File: config.mk
export PLATFORM = sky130hd
export DESIGN_NAME = synth_voice_allocator_flat
export DESIGN_NICKNAME = d
export VERILOG_FILES = /design/src/rtl/synth_voice_allocator_if.sv /design/src/rtl/synth_voice_allocator.sv /design/src/flat_wrapper.sv
export SDC_FILE = /design/constraint.sdc
export NUM_CORES = 1
export LEC_CHECK = 0
export ABC_AREA = 0
export BUFFER_PORTS_ARGS = -buffer_cell sky130_fd_sc_hd__buf_2
export CAP_MARGIN = 40
export CORE_ASPECT_RATIO = 0.5
export CORE_MARGIN = 5
export CORE_UTILIZATION = 53
export DETAILED_ROUTE_END_ITERATION = 7
export PLACE_DENSITY = 0.77
export SYNTH_ARGS = -nofsm -noshare
export SYNTH_HDL_FRONTEND = slang
export SYNTH_SLANG_ARGS = --single-unit
File: constraint.sdc
create_clock -name clk -period 3.15 [get_ports clk]
set_input_delay 0 -clock clk [delete_from_list [all_inputs] [get_ports clk]]
set_output_delay 0 -clock clk [all_outputs]
set_load 0.05 [all_outputs]
File: src/rtl/synth_voice_allocator_if.sv
// Note-event handshake between the keyboard decode path and the voice allocator.
interface synth_voice_allocator_if #(
    parameter int NOTE_W = 5
);
    logic              ev_valid;
    logic              ev_ready;
    logic              ev_release;
    logic [NOTE_W-1:0] ev_note;

    // Event source side
    modport master (
        output ev_valid,
        output ev_release,
        output ev_note,
        input  ev_ready
    );

    // Allocator side
    modport slave (
        input  ev_valid,
        input  ev_release,
        input  ev_note,
        output ev_ready
    );
endinterface

File: src/rtl/synth_voice_allocator.sv
// Polyphony controller: assigns note press/release events to oscillator slots,
// scanning one voice per cycle and stealing the least-recently-allocated voice
// when every slot is busy.
module synth_voice_allocator #(
    parameter int VOICES = 4,
    parameter int NOTE_W = 5
) (
    input  logic                     clk,
    input  logic                     rst,
    synth_voice_allocator_if.slave   ev,
    output logic [VOICES-1:0]        voice_on,
    output logic [VOICES*NOTE_W-1:0] voice_note,
    output logic                     steal,
    output logic [3:0]               active_cnt
);
    localparam int IW = (VOICES > 1) ? $clog2(VOICES) : 1;
    localparam logic [NOTE_W-1:0] NO_NOTE = NOTE_W'(31);
    localparam logic [2:0]        AGE_MAX = 3'(VOICES-1);
    localparam logic [IW-1:0]     S_LAST  = IW'(VOICES-1);

    typedef enum logic [1:0] {IDLE, SCAN, COMMIT} state_t;

    state_t                         state_q;
    logic                           ev_ready_q;
    logic [VOICES-1:0]              on_q, on_d;
    logic [VOICES-1:0][NOTE_W-1:0]  note_q, note_d;
    logic [VOICES-1:0][2:0]         age_q, age_d;
    logic                           steal_q, steal_d;
    logic [3:0]                     cnt_q;
    logic [IW-1:0]                  s_q;
    logic [IW-1:0]                  hit_idx_q, free_idx_q, old_idx_q;
    logic                           hit_v_q, free_v_q, old_v_q;
    logic                           lat_rel_q;
    logic [NOTE_W-1:0]              lat_note_q;

    function automatic logic [3:0] popcnt(input logic [VOICES-1:0] v);
        logic [3:0] c;
        c = 4'd0;
        for (int i = 0; i < VOICES; i++) c = c + 4'(v[i]);
        return c;
    endfunction

    // Next voice state for the COMMIT cycle, from the scan results and latched event
    always_comb begin
        logic          touch;
        logic [IW-1:0] k;
        on_d    = on_q;
        note_d  = note_q;
        age_d   = age_q;
        steal_d = 1'b0;
        touch   = 1'b0;
        k       = '0;
        if (lat_note_q != NO_NOTE) begin
            if (lat_rel_q) begin
                if (hit_v_q) on_d[hit_idx_q] = 1'b0;
            end else if (hit_v_q) begin
                touch = 1'b1;
                k     = hit_idx_q;
            end else if (free_v_q) begin
                on_d[free_idx_q]   = 1'b1;
                note_d[free_idx_q] = lat_note_q;
                touch              = 1'b1;
                k                  = free_idx_q;
            end else if (old_v_q) begin
                note_d[old_idx_q] = lat_note_q;
                steal_d           = 1'b1;
                touch             = 1'b1;
                k                 = old_idx_q;
            end
        end
        // LRU touch: everything newer than k ages by one, k becomes newest
        if (touch) begin
            for (int j = 0; j < VOICES; j++)
                if (age_q[j] < age_q[k]) age_d[j] = age_q[j] + 3'd1;
            age_d[k] = 3'd0;
        end
    end

    // Control FSM: accept in IDLE, examine one voice per SCAN cycle, update in COMMIT
    always_ff @(posedge clk or negedge rst) begin
        if (!rst) begin
            state_q    <= IDLE;
            ev_ready_q <= 1'b1;
            on_q       <= '0;
            note_q     <= '0;
            for (int i = 0; i < VOICES; i++) age_q[i] <= 3'(VOICES-1-i);
            steal_q    <= 1'b0;
            cnt_q      <= 4'd0;
            s_q        <= '0;
            hit_idx_q  <= '0;
            free_idx_q <= '0;
            old_idx_q  <= '0;
            hit_v_q    <= 1'b0;
            free_v_q   <= 1'b0;
            old_v_q    <= 1'b0;
            lat_rel_q  <= 1'b0;
            lat_note_q <= '0;
        end else begin
            steal_q <= 1'b0;
            case (state_q)
                IDLE: begin
                    if (ev.ev_valid && ev_ready_q) begin
                        lat_rel_q  <= ev.ev_release;
                        lat_note_q <= ev.ev_note;
                        hit_v_q    <= 1'b0;
                        free_v_q   <= 1'b0;
                        old_v_q    <= 1'b0;
                        hit_idx_q  <= '0;
                        free_idx_q <= '0;
                        old_idx_q  <= '0;
                        s_q        <= '0;
                        ev_ready_q <= 1'b0;
                        state_q    <= SCAN;
                    end
                end
                SCAN: begin
                    // First match wins, so ties go to the lowest voice index
                    if (on_q[s_q] && note_q[s_q] == lat_note_q && !hit_v_q) begin
                        hit_v_q   <= 1'b1;
                        hit_idx_q <= s_q;
                    end
                    if (!on_q[s_q] && !free_v_q) begin
                        free_v_q   <= 1'b1;
                        free_idx_q <= s_q;
                    end
                    if (age_q[s_q] == AGE_MAX) begin
                        old_v_q   <= 1'b1;
                        old_idx_q <= s_q;
                    end
                    if (s_q == S_LAST) state_q <= COMMIT;
                    else               s_q     <= s_q + 1'b1;
                end
                COMMIT: begin
                    on_q       <= on_d;
                    note_q     <= note_d;
                    age_q      <= age_d;
                    steal_q    <= steal_d;
                    cnt_q      <= popcnt(on_d);
                    ev_ready_q <= 1'b1;
                    state_q    <= IDLE;
                end
                default: state_q <= IDLE;
            endcase
        end
    end

    assign ev.ev_ready = ev_ready_q;
    assign voice_on    = on_q;
    assign voice_note  = note_q;
    assign steal       = steal_q;
    assign active_cnt  = cnt_q;
endmodule
File: src/flat_wrapper.sv
// flat-port wrapper written by rule: the top's interface ports become plain ports
module synth_voice_allocator_flat 
#(
    parameter int VOICES = 4,
    parameter int NOTE_W = 5
)
  (clk, rst, voice_on, voice_note, steal, active_cnt, ev_ev_valid, ev_ev_release, ev_ev_note, ev_ev_ready);
  synth_voice_allocator_if #(.NOTE_W(NOTE_W)) ev_i ();
  input  logic clk;
  input  logic rst;
  output logic [VOICES-1:0] voice_on;
  output logic [VOICES*NOTE_W-1:0] voice_note;
  output logic steal;
  output logic [3:0] active_cnt;
  input wire logic [$bits(ev_i.ev_valid)-1:0] ev_ev_valid;
  input wire logic [$bits(ev_i.ev_release)-1:0] ev_ev_release;
  input wire logic [$bits(ev_i.ev_note)-1:0] ev_ev_note;
  output wire logic [$bits(ev_i.ev_ready)-1:0] ev_ev_ready;
  assign ev_i.ev_valid = ev_ev_valid;
  assign ev_i.ev_release = ev_ev_release;
  assign ev_i.ev_note = ev_ev_note;
  assign ev_ev_ready = ev_i.ev_ready;
  synth_voice_allocator #(.VOICES(VOICES), .NOTE_W(NOTE_W)) u_core (.clk(clk), .rst(rst), .ev(ev_i), .voice_on(voice_on), .voice_note(voice_note), .steal(steal), .active_cnt(active_cnt));
endmodule
## Yosys cells after proc, flatten, opt, wreduce, memory -nomap -nowiden

Index checks and enable logic that the tools add are counted.

- Register bits after elaboration: 61
- Bits in latches: 0
- RAM bits: 0
- Memory bits (read-only): 0
- Bits of input ports: 9
- Output and inout port bits: 30
- Word-level logic and storage cells: 156
- Memories kept: 0

- $add $sub $neg: 8
- Multipliers: 0
- Div/mod/pow operators: 0
- $lt $le $gt $ge: 13
- Equality and inequality tests: 12
- Shift-type cells: 0
- Muxes and demuxes: 70
- Bitwise gates (word level): 7
- Reductions and logical operators: 24

Operators by type and width:

| operator | count |
|---|---|
| $bwmux 20 | 2 |
| $mux 20 | 2 |
| $mux 3 | 11 |
| $mux 2 | 12 |
| $demux 5 s2 | 2 |
| $mux 4 | 5 |
| $pmux 2 s2 | 5 |
| $mux 1 | 17 |
| $lt 2x3->1 const B | 5 |
| $mux 5 | 3 |
| $add 3x1->3 const B | 4 |
| $and 12x12->12 | 1 |
| $bmux 3 s2 | 2 |
| $lt 3x3->1 | 4 |
| $not 12->12 | 1 |
| $reduce_and 3->1 | 4 |
| $bmux 5 s2 | 1 |
| $ne 2x1->1 const B | 5 |
| $add 4x1->4 | 2 |
| $ge 2x1->1 const B | 4 |
| $logic_and 1x1->1 | 8 |
| $pmux 1 s2 | 4 |
| $reduce_and 2->1 | 4 |
| $demux 3 s2 | 1 |
| 18 further kinds | 25 |

## Logic depth before layout (Yosys ltp)

- Depth after elaboration: 12
- Mapped depth: 10
- Mapped depth without buffers: 10

## Least setup slack after synthesis

No wires, ideal clock.

- Path type: register to register
- Start point: register u_core.lat_note_q[1]
- End point: register u_core.age_q[6] (netlist bit)
- Library setup time: 0.082 ns
- Arrival time: 2.337 ns
- Required time: 3.068 ns
- Setup slack: 0.731 ns
- Cell stages (with the launch flop): 9
- Path buffers: 0
- Period minus slack after synthesis: 2.419 ns
- Path through: dfrtp_1 and4_4 a21o_4 or4_4 o221ai_4 o22ai_1 o31a_1 nor3b_1 mux2_2

- Word-level cells in the longest chain between the ends: 8
- Elaborated cells on any way between the ends: 16
- Classes of those cells: 3 x order compare; 1 x eq/ne; 8 x mux; 2 x bitwise; 2 x reduce/logical

Ends and longest elaborated chain:

| what | RTL line | source |
|---|---|---|
| start: declaration | synth_voice_allocator.sv:34 | `logic [NOTE_W-1:0] lat_note_q;` |
| start signal: assignment | synth_voice_allocator.sv:104 | `lat_note_q <= ev.ev_note;` |
| $ne 5x5->1 (*) | synth_voice_allocator.sv:53 | `if (lat_note_q != NO_NOTE) begin` |
| $mux 2 | synth_voice_allocator.sv:53 |  |
| $bmux 3 s2 (tied with other cells) | synth_voice_allocator.sv:74 | `if (age_q[j] < age_q[k]) age_d[j] = age_q[j] + 3'd1;` |
| $mux 3 (implied by the code) / $logic_and 1x1->1 (equally long branches) | synth_voice_allocator.sv:74, synth_voice_allocator.sv:75 |  |
| $lt 3x3->1 / $mux 3 (equally long branches) | synth_voice_allocator.sv:74, synth_voice_allocator.sv:75 |  |
| $mux 3 / $demux 3 s2 (equally long branches) | - |  |
| $mux 3 / $not 12->12 (equally long branches) | - |  |
| $and 12x12->12 (no source line) | - |  |
| end signal: assignment | synth_voice_allocator.sv:136 | `age_q <= age_d;` |
| end: declaration | synth_voice_allocator.sv:27 | `logic [VOICES-1:0][2:0] age_q, age_d;` |

Every way passes the cells marked *; elsewhere a longest branch is shown, timed or not. The select of a mux whose other input is x is not followed.
A chain may end at the register's enable or synchronous reset.

## Worst setup path after layout

- Start point: register u_core.free_v_q
- End point: register u_core.age_q[8] (netlist bit)

- Word-level cells in the longest chain between the ends: 10
- Elaborated cells on any way between the ends: 21
- Classes of those cells: 3 x order compare; 14 x mux; 2 x bitwise; 2 x reduce/logical

Ends and longest elaborated chain:

| what | RTL line | source |
|---|---|---|
| start: declaration | synth_voice_allocator.sv:32 | `logic hit_v_q, free_v_q, old_v_q;` |
| start signal: assignment | synth_voice_allocator.sv:94 | `free_v_q <= 1'b0;` |
| start signal: assignment | synth_voice_allocator.sv:106 | `free_v_q <= 1'b0;` |
| start signal: assignment | synth_voice_allocator.sv:123 | `free_v_q <= 1'b1;` |
| $mux 2 | synth_voice_allocator.sv:59 | `end else if (free_v_q) begin` |
| $mux 2 | synth_voice_allocator.sv:56 | `end else if (hit_v_q) begin` |
| $mux 2 | synth_voice_allocator.sv:54 | `if (lat_rel_q) begin` |
| $mux 2 | synth_voice_allocator.sv:53 |  |
| $bmux 3 s2 (tied with other cells) | synth_voice_allocator.sv:74 |  |
| $mux 3 (implied by the code) / $logic_and 1x1->1 (equally long branches) | synth_voice_allocator.sv:74, synth_voice_allocator.sv:75 |  |
| $lt 3x3->1 / $mux 3 (equally long branches) | synth_voice_allocator.sv:74, synth_voice_allocator.sv:75 |  |
| $mux 3 / $demux 3 s2 (equally long branches) | - |  |
| $mux 3 / $not 12->12 (equally long branches) | - |  |
| $and 12x12->12 (no source line) | - |  |

Parallel ways exist; a longest one is shown, timed or not. The select of a mux whose other input is x is not followed.

==> metrics.md <==
| Metric | Value |
|---|---|
| Congestion Overflow GR | `0` |
| Cell area after layout | `4189 um^2` |
| Residual DRC | `0` |
| Yosys reg bits | `60` |
| Seq pwr share | `32.7%` |
| LEAKAGE | `1.860 nW` |
| Hold Path Sink | `u_core.state_q[0]` |
| Status | `finished clean` |
| Die height | `68.21 um` |
| Internal power | `0.002383 W` |
| Netlist cell types | `72` |
| Worst path bufs/invs | `0` |
| Post-Route Skew | `0.004563 ns` |
| Core ar. | `6621 um^2` |
| P_sw | `0.001993 W` |
| Top cells by area, synth | `dfrtp_1 38%, mux2_2 9.4%, nand2_1 4.9%` |
| First-pass GRT wire length | `14660 um` |
| Post-synth net total | `366` |
| Register area share after synthesis | `41.99%` |
| Final Hold Viols | `0` |
| Total GRT Usage | `21.75%` |
| Critical path capture point type | `register` |
| Reg2reg start | `u_core.free_v_q` |
| Combinational share of power | `46.1%` |
| Max-cap viol count | `0` |
| Starting DRC count in detailed routing | `262` |
| HPWL Detailed | `6154 um` |
| Bufs on Longest Clock Path | `2` |
| I/O Buffers | `37` |
| Reg2reg path depth | `7` |
| Area delta synth->final | `16.66%` |
| CTS tree | `done` |
| Cells after synthesis | `349` |
| Die X | `126.4 um` |
| CP startpoint kind | `register` |
| Setup Fix Bufs, Post-CTS | `0` |
| CP max stage delay | `0.70 ns` |
| Clock power share | `21.2%` |
| Slew headroom | `40.94%` |
| Max Fclk | `342.6 MHz` |
| Rows | `21` |
| WL/cell | `17.77 um` |
| Worst Hold Depth | `3` |
| Htree depth | `3` |
| Largest area contributor in the netlist | `dfrtp_1` |
| CP max stage cell | `dfrtp_1` |
| Vias in the first global route | `2888` |
| Nets | `407` |
| Power Density | `1045 nW/um^2` |
| Drt total wl | `8656 um` |
| Kind of critical path | `reg2reg` |
| Via density | `6.090` |
| Sink Count | `60` |
| Largest net degree at the start of global routing | `33` |
| Hold crit path type | `in2reg` |
| Syn avg cell area | `10.29 um^2` |
| Routed Antenna Nets | `0` |
| Least-Margin Pin Slew | `0.8827 ns` |
| Clock slew at reported path FFs | `0.05 ns` |
| Worst Path Max Fanout | `19` |
| Min-Delay Startpoint | `ev_ev_valid` |
| Final-layout fill cell count | `525` |
| Synthesized area | `3591 um^2` |
| CTS Buf Count | `9` |
| Starting Density | `54.23%` |
| Clk_lat worst skew | `0.33 ns` |
| Top delay family on crit path | `compound AO/OA/AOI/OAI gates` |
| DP Area | `3832 um^2` |
| Share of cells above drive strength 1 | `29.62%` |
| Diode count | `0` |
| Crit share post-route | `92.65%` |
| CP Data Required Time | `3.37 ns` |
| Final setup fails | `0` |
| Most used DFF post-synth | `dfrtp_1` |
| Tmin final | `2.918 ns` |
| Ys async rst share | `100.0%` |
| Warnings, synthesis | `0` |
| Boundary pin count | `39` |
| Final setup TNS | `0 ns` |
| RSZ-0062 raised after global routing | `false` |
| Die ar. | `8621 um^2` |
| Fin. max-slew vios | `0` |
| Worst EP arrival | `3.14 ns` |
| Via count | `2966` |
| Drt first pass iters | `5` |
| Reg2reg end | `u_core.age_q[8]` |
| Peak VDD IR | `688.5 uV` |
| Sw Share | `45.55%` |
| FF-to-FF setup slack | `0.23 ns` |
| Top-area cell type share of the netlist area | `38.33%` |
| Post-synth EDFFs | `0` |
| Cells along the critical path | `and3b_4 > o21ai_4 > mux2_2 > a22oi_1 > nand2_1 > o311a_1 > o22a_1` |
| Initial antenna violation count | `0` |
| Routability cong. | `0.9224` |
| Root Driver | `clkbuf_16` |
final cells by class:
| cell class | instances | area (um^2) | area share, % |
|---|---|---|---|
| Multi-Input combinational cell | 260 | 1949 | 46.54 |
| Sequential cell | 60 | 1508 | 35.99 |
| Timing Repair Buffer | 49 | 292.8 | 6.989 |
| Clock buffer | 10 | 239.0 | 5.705 |
| Tap cell | 92 | 115.1 | 2.748 |
| Clock inverter | 6 | 47.55 | 1.135 |
| Inverter | 10 | 37.54 | 0.8961 |
synth_stat cells, types with 4 or more instances:
master	count
nor2_1	15
dfstp_2	5
a21oi_1	15
clkbuf_1	12
mux4_2	6
a21o_1	4
o21a_1	4
ha_1	7
inv_1	10
dfrtp_1	55
nand2b_1	4
o21ai_0	17
xnor2_1	5
mux2_2	30
nand4b_1	4
nand3_1	8
o31ai_1	4
o22ai_1	4
nand2_1	47
o21ai_1	5
nor3_1	8
sequential cells by signal (all words and copies together) (netlist names):
register and flops:
u_core.free_v_q 1, u_core.steal 1, u_core.hit_v_q 1, u_core.active_cnt 3, u_core.hit_idx_q 2, u_core.s_q 2
u_core.state_q 2, u_core.lat_rel_q 1, u_core.ev.ev_ready 1, u_core.old_v_q 1, u_core.voice_note 20, u_core.voice_on 4
u_core.lat_note_q 5, u_core.old_idx_q 2, u_core.free_idx_q 2, u_core.age_q 12
layout by cell type (no fill, tap or decap), drive strengths merged, types with 5 or more instances in the layout:
| master | instances |
|---|---|
| dfrtp | 55 |
| nand2 | 47 |
| buf | 42 |
| mux2 | 30 |
| o21ai | 24 |
| a21oi | 16 |
| nor2 | 15 |
| inv | 12 |
| clkbuf | 10 |
| nor3 | 8 |
| nand3 | 8 |
| ha | 7 |
| dlygate4sd3 | 7 |
| mux4 | 6 |
| xnor2 | 5 |
| dfstp | 5 |
| a21o | 5 |
| o21a | 5 |
worst min-delay path: stages:
cell	delay [ns]
buf_2	0.10
nand3b_1	0.13
a21oi_1	0.11
what timing repair did:
item	CTS	global route
hold endpoints to repair	31	0
hold buffers	7	0
resized for setup	0	0
worst max-delay path by stage:
stage,slack [ns],startpoint,cells after the start,end
after floorplan,0.73,u_core.lat_note_q[1],8,u_core.age_q[6]
after global placement,0.46,u_core.free_v_q,7,u_core.age_q[8]
after detailed placement,0.32,u_core.free_v_q,7,u_core.age_q[8]
after CTS,0.32,u_core.free_v_q,7,u_core.age_q[8]
after global routing,0.06,u_core.free_v_q,8,u_core.age_q[10]
final,0.23,u_core.free_v_q,7,u_core.age_q[8]
power by group through the flow:
stage | combinational (W) | clock, W | sequential [W]
4_1_cts | 0.00202 | 0.000940 | 0.00142
3_5_place_dp | 0.00199 | 0 | 0.00143
5_1_grt | 0.00219 | 0.000984 | 0.00147
6_report | 0.00202 | 0.000927 | 0.00143
3_3_place_gp | 0.00193 | 0 | 0.00140
2_1_floorplan | 0.00132 | 0 | 0.00164
layer usage:
metal  routed length, um  share of wire (%)  vias up  GRT usage, %
met5                   0                  0        -             0
met2                4125                 48      125         36.64
met4                 147                1.7        0         8.289
met3                 606                7.0       18         5.846
met1                3777                 44     1452         27.41
li1                    -                  -     1371             -
metrics by stage:
step | std cells | util [%] | worst slack [ns] | power (W) | hold WS (ns)
after floorplan | 349 | - | 0.7307 | 0.002962 | -0.2956
after global placement | 464 | 57.88 | 0.4564 | 0.003331 | 0.03994
after detailed placement | 464 | 57.88 | 0.3201 | 0.003419 | 0.05575
after CTS | 487 | 63.27 | 0.3229 | 0.004375 | 0.05005
after global routing | 487 | 63.27 | 0.06007 | 0.004648 | 0.07724
final | 487 | 63.27 | 0.2316 | 0.004376 | 0.06434
logic make-up (layout without fill, tap and decap cells):
| group | Yosys count | in the layout | share of synthesized area, % |
|---|---|---|---|
| buf+inv | 29 | 75 | 3.728 |
| fa+ha+maj | 12 | 12 | 4.181 |
| other cells | 1 | 1 | 0.1044 |
| xor+xnor | 5 | 5 | 1.219 |
| compound gates | 89 | 89 | 18.26 |
| mux | 39 | 39 | 14.01 |
| simple gates | 114 | 114 | 16.52 |
| flops | 60 | 60 | 41.99 |
Power figures use the tool's default switching activity.
